**config.mk**
```make
export PLATFORM = sky130hd
export DESIGN_NAME = bcd_serial_addsub
export DESIGN_NICKNAME = d
export VERILOG_FILES = /design/src/rtl/bcd_serial_addsub.sv
export SDC_FILE = /design/constraint.sdc
export NUM_CORES = 1
export LEC_CHECK = 0
export CORE_UTILIZATION = 45
export DETAILED_ROUTE_END_ITERATION = 12
export GPL_TIMING_DRIVEN = 1
export PLACE_DENSITY_LB_ADDON = 0.15
export RECOVER_POWER = 25
export SYNTH_ARGS = -nofsm -noshare
export SYNTH_HDL_FRONTEND = slang
export SYNTH_SLANG_ARGS = --single-unit
```
**constraint.sdc**
```tcl
create_clock -name clk -period 8 [get_ports clk]
set_input_delay 1.6 -clock clk [delete_from_list [all_inputs] [get_ports clk]]
set_output_delay 1.6 -clock clk [all_outputs]
set_load 0.05 [all_outputs]
```
**src/rtl/bcd_serial_addsub.sv**
```systemverilog
// Serial packed-BCD adder/subtractor: one decimal digit per clock, LSD first, through one +6-corrected digit stage.
// Digit 0 is taken from the live operands on the start edge, so done follows start by DIGITS cycles.
module bcd_serial_addsub #(
    parameter int DIGITS = 4
) (
    input  logic                  clk,
    input  logic                  reset,
    input  logic                  start,
    input  logic                  sub,
    input  logic [4*DIGITS-1:0]   a,
    input  logic [4*DIGITS-1:0]   b,
    output logic                  busy,
    output logic                  done,
    output logic [4*DIGITS-1:0]   result,
    output logic                  carry,
    output logic                  err
);

    localparam int            IW   = (DIGITS > 1) ? $clog2(DIGITS) : 1;
    localparam logic [IW-1:0] LAST = IW'(DIGITS - 1);

    typedef enum logic {
        IDLE = 1'b0,
        RUN  = 1'b1
    } state_t;

    state_t              state;
    state_t              state_nx;
    logic [4*DIGITS-1:0] a_q;
    logic [4*DIGITS-1:0] b_q;
    logic                sub_q;
    logic [IW-1:0]       idx;
    logic                c_q;

    logic                step;
    logic                fin;
    logic                bad_start;
    logic                bad_ops;
    logic [IW-1:0]       wr_idx;
    logic [3:0]          dig_a;
    logic [3:0]          dig_b;
    logic [3:0]          dig_bp;
    logic                sub_eff;
    logic                c_in;
    logic [4:0]          s;
    logic [4:0]          s_fix;
    logic [3:0]          dsum;
    logic                cout;

    function automatic logic has_bad_digit(input logic [4*DIGITS-1:0] v);
        logic bad;
        bad = 1'b0;
        for (int i = 0; i < DIGITS; i++) begin
            if (v[4*i +: 4] > 4'd9) begin
                bad = 1'b1;
            end
        end
        return bad;
    endfunction

    assign bad_ops = has_bad_digit(a) | has_bad_digit(b);

    // In IDLE the stage works on digit 0 of the live inputs; in RUN on the latched copy.
    always_comb begin
        wr_idx  = '0;
        dig_a   = a[3:0];
        dig_b   = b[3:0];
        sub_eff = sub;
        c_in    = sub;
        if (state == RUN) begin
            wr_idx  = idx;
            dig_a   = a_q[4*int'(idx) +: 4];
            dig_b   = b_q[4*int'(idx) +: 4];
            sub_eff = sub_q;
            c_in    = c_q;
        end
    end

    always_comb begin
        dig_bp = sub_eff ? (4'd9 - dig_b) : dig_b;
        s      = {1'b0, dig_a} + {1'b0, dig_bp} + {4'b0000, c_in};
        s_fix  = s + 5'd6;
        if (s > 5'd9) begin
            dsum = s_fix[3:0];
            cout = 1'b1;
        end else begin
            dsum = s[3:0];
            cout = 1'b0;
        end
    end

    always_comb begin
        state_nx  = state;
        step      = 1'b0;
        fin       = 1'b0;
        bad_start = 1'b0;
        case (state)
            IDLE: begin
                if (start) begin
                    if (bad_ops) begin
                        bad_start = 1'b1;
                    end else begin
                        step = 1'b1;
                        if (DIGITS == 1) begin
                            fin = 1'b1;
                        end else begin
                            state_nx = RUN;
                        end
                    end
                end
            end
            RUN: begin
                step = 1'b1;
                if (idx == LAST) begin
                    fin      = 1'b1;
                    state_nx = IDLE;
                end
            end
            default: state_nx = IDLE;
        endcase
    end

    always_ff @(posedge clk) begin
        if (reset) begin
            state  <= IDLE;
            a_q    <= '0;
            b_q    <= '0;
            sub_q  <= 1'b0;
            idx    <= '0;
            c_q    <= 1'b0;
            busy   <= 1'b0;
            done   <= 1'b0;
            result <= '0;
            carry  <= 1'b0;
            err    <= 1'b0;
        end else begin
            state <= state_nx;
            done  <= 1'b0;
            if (state == IDLE && start) begin
                a_q   <= a;
                b_q   <= b;
                sub_q <= sub;
                err   <= 1'b0;
            end
            if (bad_start) begin
                result <= '0;
                carry  <= 1'b0;
                err    <= 1'b1;
                done   <= 1'b1;
            end
            if (step) begin
                result[4*int'(wr_idx) +: 4] <= dsum;
                c_q <= cout;
                idx <= wr_idx + 1'b1;
            end
            if (state == IDLE && step && !fin) begin
                busy <= 1'b1;
            end
            // Subtraction is A + nines(B) + 1, so a missing final carry means a borrow.
            if (fin) begin
                busy  <= 1'b0;
                done  <= 1'b1;
                carry <= sub_eff ? ~cout : cout;
            end
        end
    end

endmodule

```
### After elaboration in Yosys (flattened, before gate mapping)

Cells that the tools add are included.

* memory bits (read-only): 0
* word-level logic and storage cells: 78
* register bits: 57
* latch bits: 0
* input port bits: 36
* memories: 0
* output and inout port bits: 20
* memory bits (writable): 0

* reduce and logical (&&, ||, !) cells: 7
* multiply operators: 0
* magnitude comparators: 9
* mux-type cells: 37
* add/sub/neg operators: 6
* equal/unequal tests: 1
* div/mod/pow operators: 0
* bitwise logic cells: 3
* shift operators: 4

Operators with widths (count)
* 16-bit 2-to-1 mux: 3
* 4-bit negation with 33-bit output: 1
* 4-bit by 33-bit variable shift with 16-bit output, first input constant: 1
* 4-bit by 33-bit variable part select with 16-bit output: 1
* 4-bit > comparator, second input constant: 8
* 16-bit by 5-bit variable part select with 4-bit output: 2
* 1-bit 2-to-1 mux: 26
* 16-bit bitwise mux: 1
* 4-bit 2-to-1 mux: 4
* 4-bit by 4-bit adder with 5-bit output: 1
* 5-bit by 1-bit adder with 5-bit output: 1
* 5-bit by 4-bit > comparator with 1-bit output, second input constant: 1
* 4-bit by 3-bit adder with 4-bit output, second input constant: 1
* 1-bit one-hot mux with 2 select lines: 2
* 2-bit nonzero test: 2
* 4-bit subtractor, first input constant: 1
* 1-bit logical AND: 3
* 2-bit by 1-bit adder with 2-bit output, second input constant: 1
* 2-bit equality test, second input constant: 1
* 2-bit 2-to-1 mux: 1
* 1-bit inverter: 2
* 2-bit OR reduction: 1
* 1-bit logical NOT: 1
* 1-bit bitwise OR: 1

### Longest topological paths before layout

Gate-level depths: netlist (run 1).

* word-level depth: 13
* depth in mapped cells: 15
* gate-level depth less buffers: 14

### Worst setup path after synthesis (run 1)

Ideal clock, no wire load.

* kind: in2reg
* start point: in sub
* end point: reg result[10]
* path buffers: 0
* slack: 3.677 ns
* arrival time: 4.191 ns
* required time: 7.867 ns
* library setup time: 0.133 ns
* cell stages on the path: 13
* cell sequence: nor2b_1 a21oi_1 xnor2_1 fa_1 inv_1 fa_1 inv_1 ha_1 nand2_1 o21a_1 and4_1 nor3b_2 o32ai_1

* cells in the longest elaborated chain, start to end: 9
* elaborated cells between the ends (all ways): 11
* those cells by class: add/sub: 3; order compare: 1; shift: 1; mux: 6

RTL lines
* start, declared: line 9 `input logic sub,`
* 1-bit 2-to-1 mux: line 70 `if (state == RUN) begin`
* 4-bit 2-to-1 mux: line 80 `dig_bp = sub_eff ? (4'd9 - dig_b) : dig_b;`
* 4-bit by 4-bit adder with 5-bit output: line 81 `s = {1'b0, dig_a} + {1'b0, dig_bp} + {4'b0000, c_in};`
* 5-bit by 1-bit adder with 5-bit output *: line 81
* 4-bit by 3-bit adder with 4-bit output or 5-bit by 4-bit > comparator with 1-bit output (tied branches): line 82, 83
* 4-bit 2-to-1 mux *: line 83 `if (s > 5'd9) begin`
* 4-bit by 33-bit variable part select with 16-bit output *: line 152 `result[4*int'(wr_idx) +: 4] <= dsum;`
* 16-bit bitwise mux *: line 152
* 16-bit 2-to-1 mux *: line 151 `if (step) begin`
* end signal, assigned by index: line 152
* end, declared: line 14 `output logic [4*DIGITS-1:0] result,`

Every way passes the cells marked *; elsewhere a longest branch is shown, timed or not.
A chain may end at the register's enable or synchronous reset.

### Worst setup path after layout (run 1)

* start point: in sub
* end point: reg result[6]

The elaborated chain is that of the path after synthesis.

==> qor.yml, run 1 <==
outcome:
  outcome: "finished clean"
clock_tree:
  cts-resized-gates: 0
  ctsHoldBuffers: 0
  cts_tree: "yes"
  insertion_delay_ns: 0.33
  cts.sinks: 57
  cts.htree.levels: 3
  numCtsBuffers: 9
  clk_pin_slew_ns: 0.06
  cts_root_buffer: "clkbuf_8"
  cts.path.max_buffers: 2
  cts_setup_buffers: 0
yosys:
  yosysWarnings: 0
  synthArstFlopShare: 0
  synth-seq-cells: 57
  synth-edff-count: 0
  synth_cell_type_count: 51
  ys_seq_area_frac: 0.3887
  syn_area_mm2: 0.002935
  yosys.area.top_type: "dfxtp_1"
  synth_flop_cell: "dfxtp_1"
  yosysTopAreaCellShare: 0.3887
  syn_avg_cell_area_um2: 8.435
  synthTopCellsByArea: "dfxtp_1, nand2_1, a21oi_1, mux4_2, ha_1"
  synth.net_count: 396
  netlist_instances: 348
run:
  drv_cap: 0
timing:
  worstMarginPinSlew_ns: 1.174
  tns_ns: 0
  rsz0062_at_grt: "no"
  setup_violations: 0
  finalWorstSetupSlack_ns: 3.171
  period_needed_ns: 4.829
  fmax_mhz: 207.1
  slew_headroom: 0.2175
  slew_viol_final: 0
  fin_skew_ns: 0.01152
  final_hold_viol_count: 0
  period_share: 0.6037
placed_design:
  portBuffers: 55
  routabilityCongestion: 0.7596
  place_worst_setup_slack_ns: 2.818
  dpl.hpwl_mm: 4.862
cells_and_area:
  final_cell_mix: "nand2_1, dfxtp_1, a21oi_1"
  final_common_cell: "nand2_1"
  area_growth_syn_to_layout_pct: 25.83
  drive_gt1_frac: 0.08750
  antenna_cells: 0
  n_fill_cell: 626
  nets: 443
detailed_routing:
  routed_wl_mm: 6.866
  vias: 2609
  avgViaCountPerCell: 5.470
  routedWlPerCell_um: 14.39
  dr.pass1.iters: 4
  remaining_drc_errors: 0
  dr.first_iter.drc_count: 214
  ant_nets: 0
floorplanning:
  die_x_um: 82.77
  initial_core_util: 0.4649
  row_count: 29
  die_y_um: 82.77
  core_area_mm2: 0.006314
  io_pins: 56
  die_area_mm2: 0.006850
worst_setup_path:
  required_ns: 8.17
  worst_r2r_path_depth: 13
  crit_path_end_kind: "flop"
  critPathArrivalTime_ns: 5.00
  worstSetupPathType: "in2reg"
  reg2reg_from: "state$_SDFF_PP0_"
  cp-startpoint: "sub"
  start_kind: "input pin"
  worst-path-max-fanout: 6
  worstReg2RegEnd: "result[6]$_SDFF_PP0_"
  r2r_slack_ns: 4.00
min_path:
  worstHoldStart: "b_q[8]$_SDFFE_PP0P_"
  min_to: "b_q[8]$_SDFFE_PP0P_"
  min_path_cells: 2
  hold_class: "reg2reg"
power_and_ir_drop:
  peakVddDrop_uv: 116.1
  p_leak_uw: 0.001441
  p_total_uw: 699.6
  p_per_area_mw_per_mm2: 189.4
global_routing:
  grt_overflow: 0
  grt_pass1_vias: 2385
  grt_max_degree: 66
  antenna_found_initial: 0
  grtUsageTotal: 0.2249
  grt_pass1_wl_mm: 11.40
Yosys cell counts (2+ instances only):
library cell  instances
buf_2                 3
nand3_1              13
a21oi_1              46
and3b_1               2
nand2b_1              4
nand4_1               2
fa_1                  2
nand4b_1              2
o32ai_1               8
o21ai_1               3
buf_1                 4
inv_1                10
dfxtp_1              57
o211ai_1              2
clkbuf_1             13
a21o_1                3
nor2_1               15
nand2_1              79
nor3b_1               2
mux4_2                8
mux2_2                3
ha_1                 10
xnor2_1               2
nor2b_1               3
a211oi_2              2
mux2i_1               7
o21ai_0              12
a31oi_1               2
nor3_1                4
o21bai_1              2
o211a_1               2
nand3b_1              2
worst max path at each step:
stage                     slack [ns]  cells past startpoint                     to
after floorplan                 3.68                     13  result[10]$_SDFF_PP0_
after global placement          2.95                     14   result[6]$_SDFF_PP0_
after detailed placement        2.82                     14   result[6]$_SDFF_PP0_
after CTS                       3.18                     14   result[6]$_SDFF_PP0_
after global routing            2.91                     14   result[6]$_SDFF_PP0_
final                           3.17                     14   result[6]$_SDFF_PP0_
cell type report:
class	count	area, µm²	share of cell area
Clock buffer	13	148.9	0.04031
Tap cell	77	96.34	0.02608
Sequential cell	57	1141	0.3089
Timing Repair Buffer	57	560.5	0.1518
Multi-Input combinational cell	259	1665	0.4509
Inverter	11	41.29	0.01118
Clock inverter	3	40.04	0.01084
report_power, final:
group	internal, µW	total [µW]	switching (µW)	leakage [µW]
clock network	152	265	113	0.0000974
registers	295	300	5.25	0.000466
logic	57.6	135	77.2	0.000877
total	504	700	196	0.00144
worst max-delay path: stages:
cell and delay [ns]:
clkdlybuf4s50_1 0.41, nor2b_1 0.14, a21oi_1 0.42, xnor2_1 0.18, fa_1 0.43, inv_1 0.09, fa_1 0.47, inv_1 0.13
ha_1 0.26, nand2_1 0.09, o21a_1 0.14, and4_1 0.20, nor3b_2 0.30, o32ai_1 0.14
metrics by stage:
stage                     hold slack [ns]  cells  utilization  cell area (µm²)
after floorplan                    0.4331    348            -             2935
after global placement             0.4399    461       0.5551             3505
after detailed placement           0.4458    461       0.5551             3505
after CTS                          0.4536    477       0.5850             3694
after global routing               0.4725    477       0.5850             3694
final                              0.4543    477       0.5850             3694
cell families after synthesis:
logic type / Yosys count / synth area share
AOI/OAI and AO/OA: 91 / 0.1948
xor gates and xnor gates: 3 / 0.008953
buffers and inverters: 32 / 0.04475
adders and majority gates: 12 / 0.05627
DFF: 57 / 0.3887
and+or+nand+nor: 135 / 0.2097
muxes: 18 / 0.09676
state kept, by name (all words and copies together), names as in the netlist:
signal  flops
a_q        16
b_q        16
busy        1
c_q         1
carry       1
done        1
err         1
idx         2
result     16
state       1
sub_q       1
metal layers:
layer	vias up	GRT usage	part of all wire
li1	1331	-	-
met1	1207	0.3024	0.49
met2	65	0.3549	0.46
met3	6	0.05275	0.042
met4	0	0.07241	0.013
met5	-	0	0
(Power assumes the default switching activity.)
==> inputs of run 2 (changes only) <==
==> constraint.sdc (replaced) <==
create_clock -name clk -period 4.3 [get_ports clk]
set_input_delay 0.86 -clock clk [delete_from_list [all_inputs] [get_ports clk]]
set_output_delay 0.86 -clock clk [all_outputs]
set_load 0.05 [all_outputs]
==> qor.yml, run 2 (synthesized netlist as in run 1, its figures left out) <==
worst_setup_path:
  start_kind: "flop"
  crit_path_end_kind: "flop"
  required_ns: 4.51
  cp_slowest_stage_delay_ns: 0.61
  worstSetupPathType: "reg2reg"
  slowest_stage: "dfxtp_1"
  reg2reg_from: "idx[0]$_SDFFE_PP0N_"
  cp_cell_sequence: "mux4_2 -> mux2i_1 -> xnor2_1 -> fa_1 -> inv_1 -> fa_1 -> inv_1 -> ha_1 -> nand2_1 -> o21a_1 -> and4_1 -> nor3b_2 -> o32ai_1"
  cp_top_family: "adder cells"
  cp-startpoint: "idx[0]$_SDFFE_PP0N_"
  critPathArrivalTime_ns: 4.10
  worst-path-max-fanout: 7
  path_buf_inv: 2
timing:
  whs_ns: 0.4552
  tns_ns: 0
  fmax_mhz: 256.9
  setup_violations: 0
  slew_viol_final: 0
  period_share: 0.9053
  rsz0062_at_grt: "no"
  period_needed_ns: 3.893
  final_hold_viol_count: 0
  worstMarginPinSlew_ns: 1.099
  fin_skew_ns: 0.008966
  slew_headroom: 0.2656
global_routing:
  grt_overflow: 0
  grt_pass1_vias: 2473
  antenna_found_initial: 0
  grt_pass1_wl_mm: 11.68
  grtUsageTotal: 0.2297
  grt_max_degree: 47
clock_tree:
  cts_tree: "yes"
  cts.htree.levels: 3
  ctsHoldBuffers: 0
  clk_pin_slew_ns: 0.07
  cts_root_buffer: "clkbuf_8"
  insertion_delay_ns: 0.33
  cts.path.max_buffers: 2
  cts-resized-gates: 0
  cts_setup_buffers: 0
  numCtsBuffers: 9
  cts.sinks: 57
detailed_routing:
  routedWlPerCell_um: 14.59
  ant_nets: 0
  dr.first_iter.drc_count: 135
  dr.pass1.iters: 4
  remaining_drc_errors: 0
  vias: 2636
  avgViaCountPerCell: 5.458
  routed_wl_mm: 7.047
power_and_ir_drop:
  p_switching_uw: 367.6
  p_leak_uw: 0.001462
  seqPwrFrac: 0.403
  peakVddDrop_uv: 214.5
  p_int_uw: 1018
  power_frac_comb: 0.185
  clockPowerShare: 0.412
  sw_frac_of_total: 0.2654
  p_per_area_mw_per_mm2: 367.6
cells_and_area:
  reg_top3: "a_q: 16 flops, b_q: 16 flops, result: 16 flops"
  nets: 449
  final_cell_mix: "nand2_1, dfxtp_1, a21oi_1"
  drive_gt1_frac: 0.09852
  final_common_cell: "nand2_1"
  antenna_cells: 0
  area_growth_syn_to_layout_pct: 28.39
  n_fill_cell: 601
placed_design:
  dpl.hpwl_mm: 5.170
  routabilityCongestion: 0.8233
  portBuffers: 55
floorplanning:
  die_x_um: 82.77
  die_y_um: 82.77
  initial_core_util: 0.4649
  row_count: 29
  core_area_mm2: 0.006314
  io_pins: 56
  die_area_mm2: 0.006850
run:
  drv_cap: 0
min_path:
  hold_class: "reg2reg"
  worstHoldStart: "b_q[13]$_SDFFE_PP0P_"
outcome:
  outcome: "finished clean"
run 2: cell count changes in the layout (fill, tap and decap cells not counted), sizes merged:
cell / before / now
clkinv: 2 / 0
clkdlybuf4s50: 35 / 39
clkbuf: 13 / 15
dlygate4sd3: 19 / 15
buf: 3 / 8
bufinv: 1 / 2
run 2: final cells by class:
cell class,instances,area (µm²),area share
clock inverters,2,60.06,0.01594
flip-flops and latches,57,1141,0.3028
repair buffers,63,601.8,0.1597
clock buffers,14,162.7,0.04316
multi-input cells,259,1665,0.4419
well taps,77,96.34,0.02556
inverters,11,41.29,0.01096
run 2: worst min-delay path: cells and delay by family, from the launching register on:
family,cells,cell delay (ns)
flip-flops,1,0.30
AO/OA/AOI/OAI,1,0.05
AND/OR/NAND/NOR,1,0.05
run 2: power groups by stage:
stage	Sequential, µW	Combinational, µW	Clock (µW)
finish	558	256	571
global route	561	284	601
CTS	559	258	579
detailed placement	570	257	0
global placement	570	254	0
floorplan	573	170	0
run 2: per-layer routing:
| metal | share of wire | global-route usage |
|---|---|---|
| met1 | 0.48 | 0.3042 |
| met2 | 0.46 | 0.3664 |
| met3 | 0.036 | 0.04615 |
| met4 | 0.014 | 0.08793 |
| met5 | 0 | 0 |
run 2: worst paths after layout:
kind | cells past startpoint | end | slack [ns]
min | 2 | b_q[13]$_SDFFE_PP0P_ | 0.46
max | 13 | result[10]$_SDFF_PP0_ | 0.41
max reg2reg | 13 | result[10]$_SDFF_PP0_ | 0.41
min reg2reg | 2 | b_q[13]$_SDFFE_PP0P_ | 0.46
run 2: stage by stage:
step / std cells / power, µW / util / cell area [µm²] / setup slack (ns)
after detailed placement: 467 / 826.9 / 0.5622 / 3550 / 0.1272
final: 483 / 1385 / 0.5969 / 3769 / 0.4072
after global routing: 483 / 1446 / 0.5969 / 3769 / 0.06494
after floorplan: 348 / 743.0 / - / 2935 / 0.7166
after global placement: 467 / 823.8 / 0.5622 / 3550 / 0.2335
after CTS: 483 / 1396 / 0.5975 / 3772 / 0.3359
==> inputs of run 3 (changes only) <==
--- a/config.mk
+++ b/config.mk
@@ -6,10 +6,12 @@
 export NUM_CORES = 1
 export LEC_CHECK = 0
 export CORE_UTILIZATION = 45
+export CTS_BUF_LIST = sky130_fd_sc_hd__clkbuf_8
 export DETAILED_ROUTE_END_ITERATION = 12
 export GPL_TIMING_DRIVEN = 1
 export PLACE_DENSITY_LB_ADDON = 0.15
 export RECOVER_POWER = 25
+export SLEW_MARGIN = 40
 export SYNTH_ARGS = -nofsm -noshare
 export SYNTH_HDL_FRONTEND = slang
 export SYNTH_SLANG_ARGS = --single-unit
==> qor.yml, run 3 (synthesized netlist as in run 1, its figures left out) <==
clock_tree:
  cts_root_buffer: "clkbuf_8"
  insertion_delay_ns: 0.33
  clk_pin_slew_ns: 0.07
  cts-resized-gates: 0
  cts_tree: "yes"
  cts.path.max_buffers: 2
  ctsHoldBuffers: 0
  cts_setup_buffers: 0
  numCtsBuffers: 9
  cts.htree.levels: 3
  cts.sinks: 57
detailed_routing:
  avgViaCountPerCell: 5.432
  dr.first_iter.drc_count: 97
  vias: 2618
  routedWlPerCell_um: 14.62
  routed_wl_mm: 7.047
  dr.pass1.iters: 4
  remaining_drc_errors: 0
  ant_nets: 0
timing:
  setup_violations: 0
  slew_viol_final: 0
  fin_skew_ns: 0.009888
  finalWorstSetupSlack_ns: 0.4930
  final_hold_viol_count: 0
  worstMarginPinSlew_ns: 1.094
  tns_ns: 0
  fmax_mhz: 262.7
  period_needed_ns: 3.807
  rsz0062_at_grt: "no"
  period_share: 0.8854
  slew_headroom: 0.2689
worst_setup_path:
  r2r_slack_ns: 0.53
  critPathArrivalTime_ns: 4.01
  reg2reg_from: "idx[0]$_SDFFE_PP0N_"
  cp_slowest_stage_delay_ns: 0.47
  worst-path-max-fanout: 5
  required_ns: 4.51
  crit_path_end_kind: "flop"
  start_kind: "input pin"
  cpMostUsedCell: "fa_1"
  path_buf_inv: 3
  worstSetupPathType: "in2reg"
  slowest_stage: "clkdlybuf4s50_1"
  cp_top_family: "adder cells"
  cp-startpoint: "sub"
  cp_cell_sequence: "clkdlybuf4s50_1 -> nor2b_1 -> a21oi_1 -> xnor2_1 -> fa_1 -> inv_1 -> fa_1 -> xor2_1 -> inv_2 -> ha_1 -> nand2_1 -> o21ai_0 -> a22oi_1 -> nor3b_2 -> o32ai_1"
floorplanning:
  io_pins: 56
  die_x_um: 82.77
  die_y_um: 82.77
  row_count: 29
  core_area_mm2: 0.006314
  die_area_mm2: 0.006850
  initial_core_util: 0.4649
global_routing:
  grt_max_degree: 47
  grt_pass1_vias: 2466
  grt_pass1_wl_mm: 11.66
  grtUsageTotal: 0.2301
  grt_overflow: 0
  antenna_found_initial: 0
outcome:
  outcome: "finished clean"
cells_and_area:
  reg_top3: "a_q: 16 flops, b_q: 16 flops, result: 16 flops"
  antenna_cells: 0
  nets: 449
  n_fill_cell: 619
  area_growth_syn_to_layout_pct: 27.15
  post-route-util: 0.5912
  final_common_cell: "nand2_1"
  layout.cells.non_filler: 482
  final_cell_mix: "nand2_1, dfxtp_1, clkdlybuf4s50_1"
  drive_gt1_frac: 0.1062
power_and_ir_drop:
  peakVddDrop_uv: 202.9
  p_total_uw: 1278
  p_leak_uw: 0.001406
  p_per_area_mw_per_mm2: 342.3
run:
  drv_cap: 0
min_path:
  hold_class: "reg2reg"
  worstHoldStart: "a_q[6]$_SDFFE_PP0P_"
placed_design:
  routabilityCongestion: 0.8233
  dp_cells: 467
  portBuffers: 55
  place_worst_setup_slack_ns: 0.1233
  dpl.hpwl_mm: 5.163
-- run 3: changes by cell type in the layout (fill, tap and decap cells not counted), moves of 2 or more --
cell / change
clkdlybuf4s50_1: +14
bufinv_16: -2
clkbuf_1: -4
dlygate4sd3_1: -14
-- run 3: final timing paths --
| kind | endpoint | depth (start not counted) |
|---|---|---|
| setup / recovery | result[10]$_SDFF_PP0_ | 15 |
| hold / removal | a_q[6]$_SDFFE_PP0P_ | 2 |
| setup reg to reg | result[10]$_SDFF_PP0_ | 14 |
| hold reg to reg | a_q[6]$_SDFFE_PP0P_ | 2 |
-- run 3: per-layer routing --
metal | routed length, µm | share of wire | track usage
met1 | 3475 | 0.49 | 0.2999
met2 | 3249 | 0.46 | 0.3730
met3 | 249 | 0.035 | 0.05604
met4 | 72 | 0.010 | 0.07241
met5 | 0 | 0 | 0
-- run 3: worst reg2reg max path, cell delays in order (launching register included) --
cell and delay [ns]:
dfxtp_2 0.48, mux4_2 0.54, mux2i_1 0.26, xnor2_1 0.18, fa_1 0.23, inv_1 0.06
fa_1 0.40, xor2_1 0.32, inv_2 0.09, ha_1 0.27, nand2_1 0.10, o21ai_0 0.08
a22oi_1 0.17, nor3b_2 0.31, o32ai_1 0.14
-- run 3: per-stage QoR --
stage / hold WS, ns / instance area (µm²)
floorplan: 0.4331 / 2935
global placement: 0.4400 / 3550
detailed placement: 0.4469 / 3552
CTS: 0.4549 / 3734
global route: 0.4700 / 3732
finish: 0.4544 / 3732
-- run 3: where the power goes --
part | switching, µW | internal (µW) | total, µW
Clock | 213 | 250 | 463
Combinational | 145 | 112 | 257
Sequential | 10.4 | 548 | 558
Total | 368 | 910 | 1280
-- run 3: layout make-up --
cell class                      instances  area [µm²]  share of cell area
Multi-Input combinational cell        259        1665              0.4462
Sequential cell                        57        1142              0.3061
Timing Repair Buffer                   63       605.6              0.1623
Clock buffer                           12       165.2             0.04425
Tap cell                               77       96.34             0.02581
Inverter                               11       41.29             0.01106
Clock inverter                          3       16.27            0.004358
